$ cat src/rtl/axi_llc_lock_requester_if.sv
// rtl/axi_llc_lock_requester_if.sv - LLC config/descriptor types and the lock requester bus interface
// slave = requester view; master = upstream/lock-box/downstream environment view.
package axi_llc_pkg;
  typedef struct packed {
    int unsigned IndexLength;
    int unsigned SetAssociativity;
  } llc_cfg_t;

  localparam llc_cfg_t DefaultCfg = '{IndexLength: 32'd8, SetAssociativity: 32'd4};

  typedef struct packed {
    logic [7:0] tag;
    logic [7:0] index;
    logic [3:0] way_ind;
  } llc_desc_t;

  typedef struct packed {
    logic [7:0] index;
    logic [3:0] way_ind;
  } llc_lock_t;
endpackage

interface axi_llc_lock_requester_if #(
  parameter type desc_t = axi_llc_pkg::llc_desc_t,
  parameter type lock_t = axi_llc_pkg::llc_lock_t
);
  desc_t desc;
  logic  desc_valid;
  logic  desc_ready;
  lock_t lock;
  logic  lock_req;
  logic  locked;
  desc_t fwd_desc;
  logic  fwd_valid;
  logic  fwd_ready;

  modport slave (
    input  desc, desc_valid, locked, fwd_ready,
    output desc_ready, lock, lock_req, fwd_desc, fwd_valid
  );

  modport master (
    output desc, desc_valid, locked, fwd_ready,
    input  desc_ready, lock, lock_req, fwd_desc, fwd_valid
  );
endinterface

$ cat src/rtl/axi_llc_lock_requester.sv
// rtl/axi_llc_lock_requester.sv - LLC line-lock initiator: lookup, wait while locked, lock, forward
// Optional saturating stall counter on stall_cnt_o when AXI_LLC_LOCK_STALL_CNT_EN is defined.
module axi_llc_lock_requester #(
  parameter axi_llc_pkg::llc_cfg_t Cfg = axi_llc_pkg::DefaultCfg,
  parameter type desc_t = axi_llc_pkg::llc_desc_t,
  parameter type lock_t = axi_llc_pkg::llc_lock_t
`ifdef AXI_LLC_LOCK_STALL_CNT_EN
  ,
  parameter int unsigned StallCntWidth = 16
`endif
) (
  input  logic                           clk_i,
  input  logic                           rst_ni,
  axi_llc_lock_requester_if.slave        bus_io,
  output logic                           busy_o
`ifdef AXI_LLC_LOCK_STALL_CNT_EN
  ,
  output logic [StallCntWidth-1:0]       stall_cnt_o
`endif
);

  typedef enum logic [1:0] {IDLE, LOOKUP, SEND} state_e;

  state_e state_q;
  desc_t  desc_q;
  logic   valid_q;
  logic   busy_q;

  logic [Cfg.IndexLength-1:0]      lock_index;
  logic [Cfg.SetAssociativity-1:0] lock_way;

  assign lock_index = desc_q.index;
  assign lock_way   = desc_q.way_ind;

  // The lock strobe must react to locked in the same cycle, so it is a state decode.
  assign bus_io.lock       = lock_t'{index: lock_index, way_ind: lock_way};
  assign bus_io.lock_req   = (state_q == LOOKUP) && !bus_io.locked;
  assign bus_io.desc_ready = (state_q == IDLE) || (valid_q && bus_io.fwd_ready);
  assign bus_io.fwd_desc   = desc_q;
  assign bus_io.fwd_valid  = valid_q;
  assign busy_o            = busy_q;

  always_ff @(posedge clk_i or negedge rst_ni) begin
    if (!rst_ni) begin
      state_q <= IDLE;
      desc_q  <= '0;
      valid_q <= 1'b0;
      busy_q  <= 1'b0;
    end else begin
      case (state_q)
        IDLE: begin
          if (bus_io.desc_valid) begin
            desc_q  <= bus_io.desc;
            state_q <= LOOKUP;
            busy_q  <= 1'b1;
          end
        end
        LOOKUP: begin
          if (!bus_io.locked) begin
            state_q <= SEND;
            valid_q <= 1'b1;
          end
        end
        SEND: begin
          if (bus_io.fwd_ready) begin
            valid_q <= 1'b0;
            // A waiting descriptor is taken in the same cycle to reach one per two cycles.
            if (bus_io.desc_valid) begin
              desc_q  <= bus_io.desc;
              state_q <= LOOKUP;
            end else begin
              state_q <= IDLE;
              busy_q  <= 1'b0;
            end
          end
        end
        default: begin
          state_q <= IDLE;
          valid_q <= 1'b0;
          busy_q  <= 1'b0;
        end
      endcase
    end
  end

`ifdef AXI_LLC_LOCK_STALL_CNT_EN
  logic [StallCntWidth-1:0] stall_cnt_q;

  always_ff @(posedge clk_i or negedge rst_ni) begin
    if (!rst_ni) begin
      stall_cnt_q <= '0;
    end else if ((state_q == LOOKUP) && bus_io.locked && !(&stall_cnt_q)) begin
      stall_cnt_q <= stall_cnt_q + 1'b1;
    end
  end

  assign stall_cnt_o = stall_cnt_q;
`endif

endmodule

$ cat src/flat_wrapper.sv
// flat-port wrapper written by rule: the top's interface ports become plain ports
module axi_llc_lock_requester_flat 
#(
  parameter axi_llc_pkg::llc_cfg_t Cfg = axi_llc_pkg::DefaultCfg,
  parameter type desc_t = axi_llc_pkg::llc_desc_t,
  parameter type lock_t = axi_llc_pkg::llc_lock_t

)
  (clk_i, rst_ni, busy_o, bus_io_desc, bus_io_desc_valid, bus_io_locked, bus_io_fwd_ready, bus_io_desc_ready, bus_io_lock, bus_io_lock_req, bus_io_fwd_desc, bus_io_fwd_valid);
  axi_llc_lock_requester_if #(.desc_t(desc_t), .lock_t(lock_t)) bus_io_i ();
  input  logic clk_i;
  input  logic rst_ni;
  output logic busy_o;
  input wire logic [$bits(bus_io_i.desc)-1:0] bus_io_desc;
  input wire logic [$bits(bus_io_i.desc_valid)-1:0] bus_io_desc_valid;
  input wire logic [$bits(bus_io_i.locked)-1:0] bus_io_locked;
  input wire logic [$bits(bus_io_i.fwd_ready)-1:0] bus_io_fwd_ready;
  output wire logic [$bits(bus_io_i.desc_ready)-1:0] bus_io_desc_ready;
  output wire logic [$bits(bus_io_i.lock)-1:0] bus_io_lock;
  output wire logic [$bits(bus_io_i.lock_req)-1:0] bus_io_lock_req;
  output wire logic [$bits(bus_io_i.fwd_desc)-1:0] bus_io_fwd_desc;
  output wire logic [$bits(bus_io_i.fwd_valid)-1:0] bus_io_fwd_valid;
  assign bus_io_i.desc = bus_io_desc;
  assign bus_io_i.desc_valid = bus_io_desc_valid;
  assign bus_io_i.locked = bus_io_locked;
  assign bus_io_i.fwd_ready = bus_io_fwd_ready;
  assign bus_io_desc_ready = bus_io_i.desc_ready;
  assign bus_io_lock = bus_io_i.lock;
  assign bus_io_lock_req = bus_io_i.lock_req;
  assign bus_io_fwd_desc = bus_io_i.fwd_desc;
  assign bus_io_fwd_valid = bus_io_i.fwd_valid;
  axi_llc_lock_requester #(.Cfg(Cfg), .desc_t(desc_t), .lock_t(lock_t)) u_core (.clk_i(clk_i), .rst_ni(rst_ni), .bus_io(bus_io_i), .busy_o(busy_o));
endmodule
$ cat config.mk
export PLATFORM = sky130hd
export DESIGN_NAME = axi_llc_lock_requester_flat
export DESIGN_NICKNAME = d
export VERILOG_FILES = /design/src/rtl/axi_llc_lock_requester_if.sv /design/src/rtl/axi_llc_lock_requester.sv /design/src/flat_wrapper.sv
export SDC_FILE = /design/constraint.sdc
export NUM_CORES = 1
export LEC_CHECK = 0
export ABC_CLOCK_PERIOD_IN_PS = 1550
export BUFFER_PORTS_ARGS = -buffer_cell sky130_fd_sc_hd__buf_2
export CAP_MARGIN = 40
export CORE_UTILIZATION = 42
export CTS_CLUSTER_SIZE = 30
export DETAILED_ROUTE_END_ITERATION = 16
export GPL_TIMING_DRIVEN = 1
export PLACE_DENSITY = 0.73
export SLEW_MARGIN = 5
export SYNTH_ARGS = -nofsm -noshare
export SYNTH_HDL_FRONTEND = slang
export SYNTH_SLANG_ARGS = --single-unit
$ cat constraint.sdc
create_clock -name clk_i -period 1.55 [get_ports clk_i]
set_clock_uncertainty 0.05 [all_clocks]
set_input_delay 0.31 -clock clk_i [delete_from_list [all_inputs] [get_ports clk_i]]
set_output_delay 0.31 -clock clk_i [all_outputs]
set_load 0.005 [all_outputs]
# ---- After elaboration in Yosys (flattened, before gate mapping)
# Index checks and enable logic that the tools add are counted.
dict set report word_totals {
  regBits 24
  mem_count 0
  romBits 0
  input_bits 25
  ram_bits 0
  latchBits 0
}
dict set report classes {
  shift 0
  n_reduce_logical 10
  n_lt_le_gt_ge 0
  muxes 15
  mul 0
  n_eq_ne 6
  n_div 0
  add_sub_neg 0
  bitwise_logic 2
}
# operator count
set ops {}
lappend ops {{20-bit 2-to-1 mux} 2}
lappend ops {{20-bit case mux with 2 select lines} 1}
lappend ops {{2-bit != test (second input constant)} 4}
lappend ops {{1-bit 2-to-1 mux} 6}
lappend ops {{2-bit 2-to-1 mux} 3}
lappend ops {{1-bit case mux with 3 select lines} 2}
lappend ops {{2-bit case mux with 3 select lines} 1}
lappend ops {{3-bit AND reduction} 2}
lappend ops {{4-bit AND reduction} 1}
lappend ops {{2-bit by 1-bit == test with 1-bit output (second input constant)} 1}
lappend ops {{2-bit == test (second input constant)} 1}
lappend ops {{1-bit logical AND} 2}
lappend ops {{2-bit logical NOT} 1}
lappend ops {{1-bit NOT} 2}
lappend ops {{2-bit AND reduction} 1}
lappend ops {{2-bit nonzero test} 1}
lappend ops {{1-bit logical NOT} 1}
lappend ops {{1-bit logical OR} 1}

# ---- Depth between registers and ports, before layout
dict set report logic_depth {
  ltp_word 3
  ltp_mapped 4
  depth_no_buf 3
}

# ---- Least setup slack after synthesis
# Ideal clock, no wire load.
dict set report synth_timing {
  path_type {register to register}
  startpoint {register u_core.state_q[1]}
  endpoint {register u_core.desc_q, in the netlist u_core.bus_io.fwd_desc[13]}
  arrival_ns 1.237
  stages_incl_launch_ff 5
  path_slack_ns 0.138
  setup_time_ns 0.125
  required_time_ns 1.375
  path_cell_list {dfrtp_1 nor2b_4 nor3b_4 buf_6 mux2_2}
}
dict set report synth_between {
  elab_chain_cells 3
  word_cells_on_any_way 6
  cone_classes {2 x eq/ne; 1 x mux; 3 x reduce/logical}
}
# item line_no
set synth_rtl {}
lappend synth_rtl {{start, declared} axi_llc_lock_requester.sv:24} ;# state_e state_q;
lappend synth_rtl {{start signal, assigned} axi_llc_lock_requester.sv:45} ;# state_q <= IDLE;
lappend synth_rtl {{start signal, assigned} axi_llc_lock_requester.sv:54} ;# state_q <= LOOKUP;
lappend synth_rtl {{start signal, assigned} axi_llc_lock_requester.sv:60} ;# state_q <= SEND;
lappend synth_rtl {{2-bit == test / 2-bit logical NOT (equally long branches)} axi_llc_lock_requester.sv:50} ;# case (state_q)
lappend synth_rtl {{2-bit != test (no source line) / 2-bit nonzero test (equally long branches)} --}
lappend synth_rtl {{2-bit AND reduction (no source line)} --}
lappend synth_rtl {{end signal, assigned} axi_llc_lock_requester.sv:53} ;# desc_q <= bus_io.desc;
lappend synth_rtl {{end signal, assigned} axi_llc_lock_requester.sv:69} ;# desc_q <= bus_io.desc;
lappend synth_rtl {{end, declared} axi_llc_lock_requester.sv:25} ;# desc_t desc_q;
# Several ways; a longest one is shown, not always the timed one.
# A chain may end at the register's enable or synchronous reset.

# ---- Worst setup path after layout
dict set report layout_timing {
  startpoint {register u_core.state_q[1]}
  endpoint {output bus_io_lock_req}
}
dict set report layout_between {
  elab_chain_cells 2
}
# item line_no
set layout_rtl {}
lappend layout_rtl {{2-bit by 1-bit == test with 1-bit output} axi_llc_lock_requester.sv:37} ;# assign bus_io.lock_req = (state_q == LOOKUP) && !bus_io.locked;
lappend layout_rtl {{1-bit logical AND} axi_llc_lock_requester.sv:37}
lappend layout_rtl {{end, declared} flat_wrapper.sv:20} ;# output wire logic [$bits(bus_io_i.lock_req)-1:0] bus_io_lock_req;
# No other way between the ends.

==> flow_summary.json <==
{
  "synth_top_cell_area_share_pct": 57.1,
  "grt_overflow": 0,
  "total_power_uw": 2520,
  "via_per_inst": 4.71,
  "met2_usage_pct": 24.4,
  "drt-total-wl_mm": 1.86,
  "routabilityCongestion": 0.691,
  "async_flop_share_pct": 100,
  "synth_area_um2": 1050,
  "grt_pass1_wl_mm": 2.83,
  "final_antenna_net_count": 0,
  "synth.area.top_cells": "dfrtp_1 (57%), mux2_2 (20%), buf_4 (8.6%)",
  "cp-start-kind": "flip-flop",
  "cts-buffers-inserted": 3,
  "grt-busiest-layer": "met2",
  "synth_edf_count": 0,
  "end_kind": "primary output",
  "grt_pass1_vias": 686,
  "htreeDepth": 1,
  "irDropWorstVdd_uv": 921,
  "min_period_ns": 1.54,
  "die_w_um": 52.1,
  "pwr_density_cell_nw_per_um2": 1830,
  "dr.pass1.iters": 4,
  "place_area_um2": 1300,
  "yosys.area.top_type": "dfrtp_1",
  "met1_usage_pct": 17.9,
  "antenna_found_initial": 0,
  "syn_nets": 98,
  "area_growth_pct": 30.7,
  "drt-initial-drc-count": 8,
  "finish.utilization_pct": 60.4,
  "yosys_warnings": 0,
  "hold_path_class": "in -> reg",
  "start_util_pct": 46.2,
  "tightest_slew_ns": 0.518,
  "syn_inst": 73,
  "io_pins": 61,
  "insertion_delay_ns": 0.30,
  "cts_buffer_depth": 2,
  "post_drt_wl_per_cell_um": 11.8,
  "place_ws_ns": 0.121,
  "ys_seq_elements": 24,
  "row_count": 17,
  "drcViolationCount": 0,
  "antennaDiodeCount": 0,
  "relSlewSlack_pct": 65.4,
  "die_y_um": 52.1,
  "critical_path_class": "reg -> out",
  "fp.coreArea_um2": 2280,
  "synth_ff_type": "dfrtp_1",
  "finalCritPeriodShare_pct": 99.4,
  "rsz0062_at_grt": "yes",
  "yosysUniqueCellTypes": 17,
  "status": "finished, final reports clean",
  "dieArea_um2": 2710,
  "worst_hold_slack_ns": 0.180,
  "p_leak_uw": 0.000691,
  "stdcell_area_um2": 1380,
  "postLayoutSetupSlackWorst_ns": 0.00938,
  "post-synth-top-count-cell": "dfrtp_1",
  "fmax_ghz": 0.649,
  "hold_viol": 0,
  "cts_root_buf": "clkbuf_4",
  "dp_hpwl_mm": 1.40,
  "port_buffers": 60,
  "crit_arrival_ns": 1.18,
  "crit_path_max_fanout": 4,
  "seq_area_frac_synth_pct": 57.1,
  "drive_above_1_share_pct": 74.4,
  "grt_util_all_layers_pct": 13.9,
  "clock_sinks": 24,
  "ys_top_cells_by_count": "dfrtp_1 (24), mux2_2 (19), buf_4 (12)",
  "clk_pin_slew_worst_paths_ns": 0.12,
  "syn_avg_cell_area_um2": 14.4,
  "crit_required_ns": 1.19,
  "grt_max_degree": 25,
  "maxSlewViolCount": 0,
  "finalNetCount": 155,
  "vias": 739,
  "cts_tree": "done",
  "use_met3_pct": 2.34,
  "drv_cap": 0,
  "setup_viol": 0
}
[cells in the final DEF (no fill, tap or decap), drive strengths merged]
master / count
a21o: 1
a21oi: 1
a31o: 1
a32o: 1
buf: 65
clkbuf: 4
dfrtp: 24
dlygate4sd3: 1
inv: 3
mux2: 20
nand2: 1
nor2b: 1
nor3: 1
nor3b: 1
o211ai: 1
o21ai: 2
o21bai: 1
[worst max-delay path, stage by stage (launching register included)]
cell and delay, ns:
dfrtp_1 0.42, buf_6 0.14, nor3_4 0.18, buf_2 0.14
[where the power goes]
group	total, µW	internal (µW)	switching, µW
Sequential	1110	925	186
Combinational	1090	673	420
Clock	314	143	171
[area by class of cell]
cell class	instances	area, µm²
fillers	193	901
flip-flops and latches	24	602
multi-input cells	32	339
inverters	3	11.3
clock buffers	4	36.3
repair buffers	66	352
well taps	28	35.0
[through the flow]
| step | setup TNS [ns] | std cells |
|---|---|---|
| floorplan | 0 | 73 |
| global placement | 0 | 150 |
| detailed placement | 0 | 150 |
| CTS | 0 | 156 |
| global route | -0.0684 | 157 |
| finish | 0 | 157 |
[repair_timing]
action                     CTS  global route
buffers inserted             1             1
hold endpoints to repair    24             0
setup endpoints to repair    1             2
hold buffers                 1             0
pin swaps                    0             1
resized for setup            2             3
[kinds of logic after synthesis]
group	after synthesis	share of synthesized area [%]
compound gates	8	5.47
buf+inv	17	11.8
simple gates	4	3.92
flops	24	57.1
mux	20	21.8
[worst paths after layout]
path | from | to | slack [ns] | depth (start not counted)
max | u_core.state_q[1] | bus_io_lock_req | 0.009 | 3
min | bus_io_desc[13] | u_core.bus_io.fwd_desc[13] | 0.18 | 2
max reg2reg | u_core.state_q[1] | u_core.lock_way[0] | 0.09 | 4
min reg2reg | u_core.bus_io.fwd_desc[19] | u_core.bus_io.fwd_desc[19] | 0.47 | 1
max in group asynchronous | rst_ni | u_core.state_q[0] | 0.62 | 2
min in group asynchronous | rst_ni | u_core.lock_index[4] | 0.46 | 2
[sequential cells by signal (all words and copies together), names as in the netlist]
register	flops
u_core.busy_o	1
u_core.state_q	2
u_core.bus_io.fwd_valid	1
u_core.bus_io.fwd_desc	8
u_core.lock_index	8
u_core.lock_way	4
[metal layers]
layer	vias to the layer above	share of wire [%]
met2	47	48
met4	0	0
met5	-	0
met3	0	9.9
met1	341	43
li1	351	-
(Power assumes the default switching activity.)
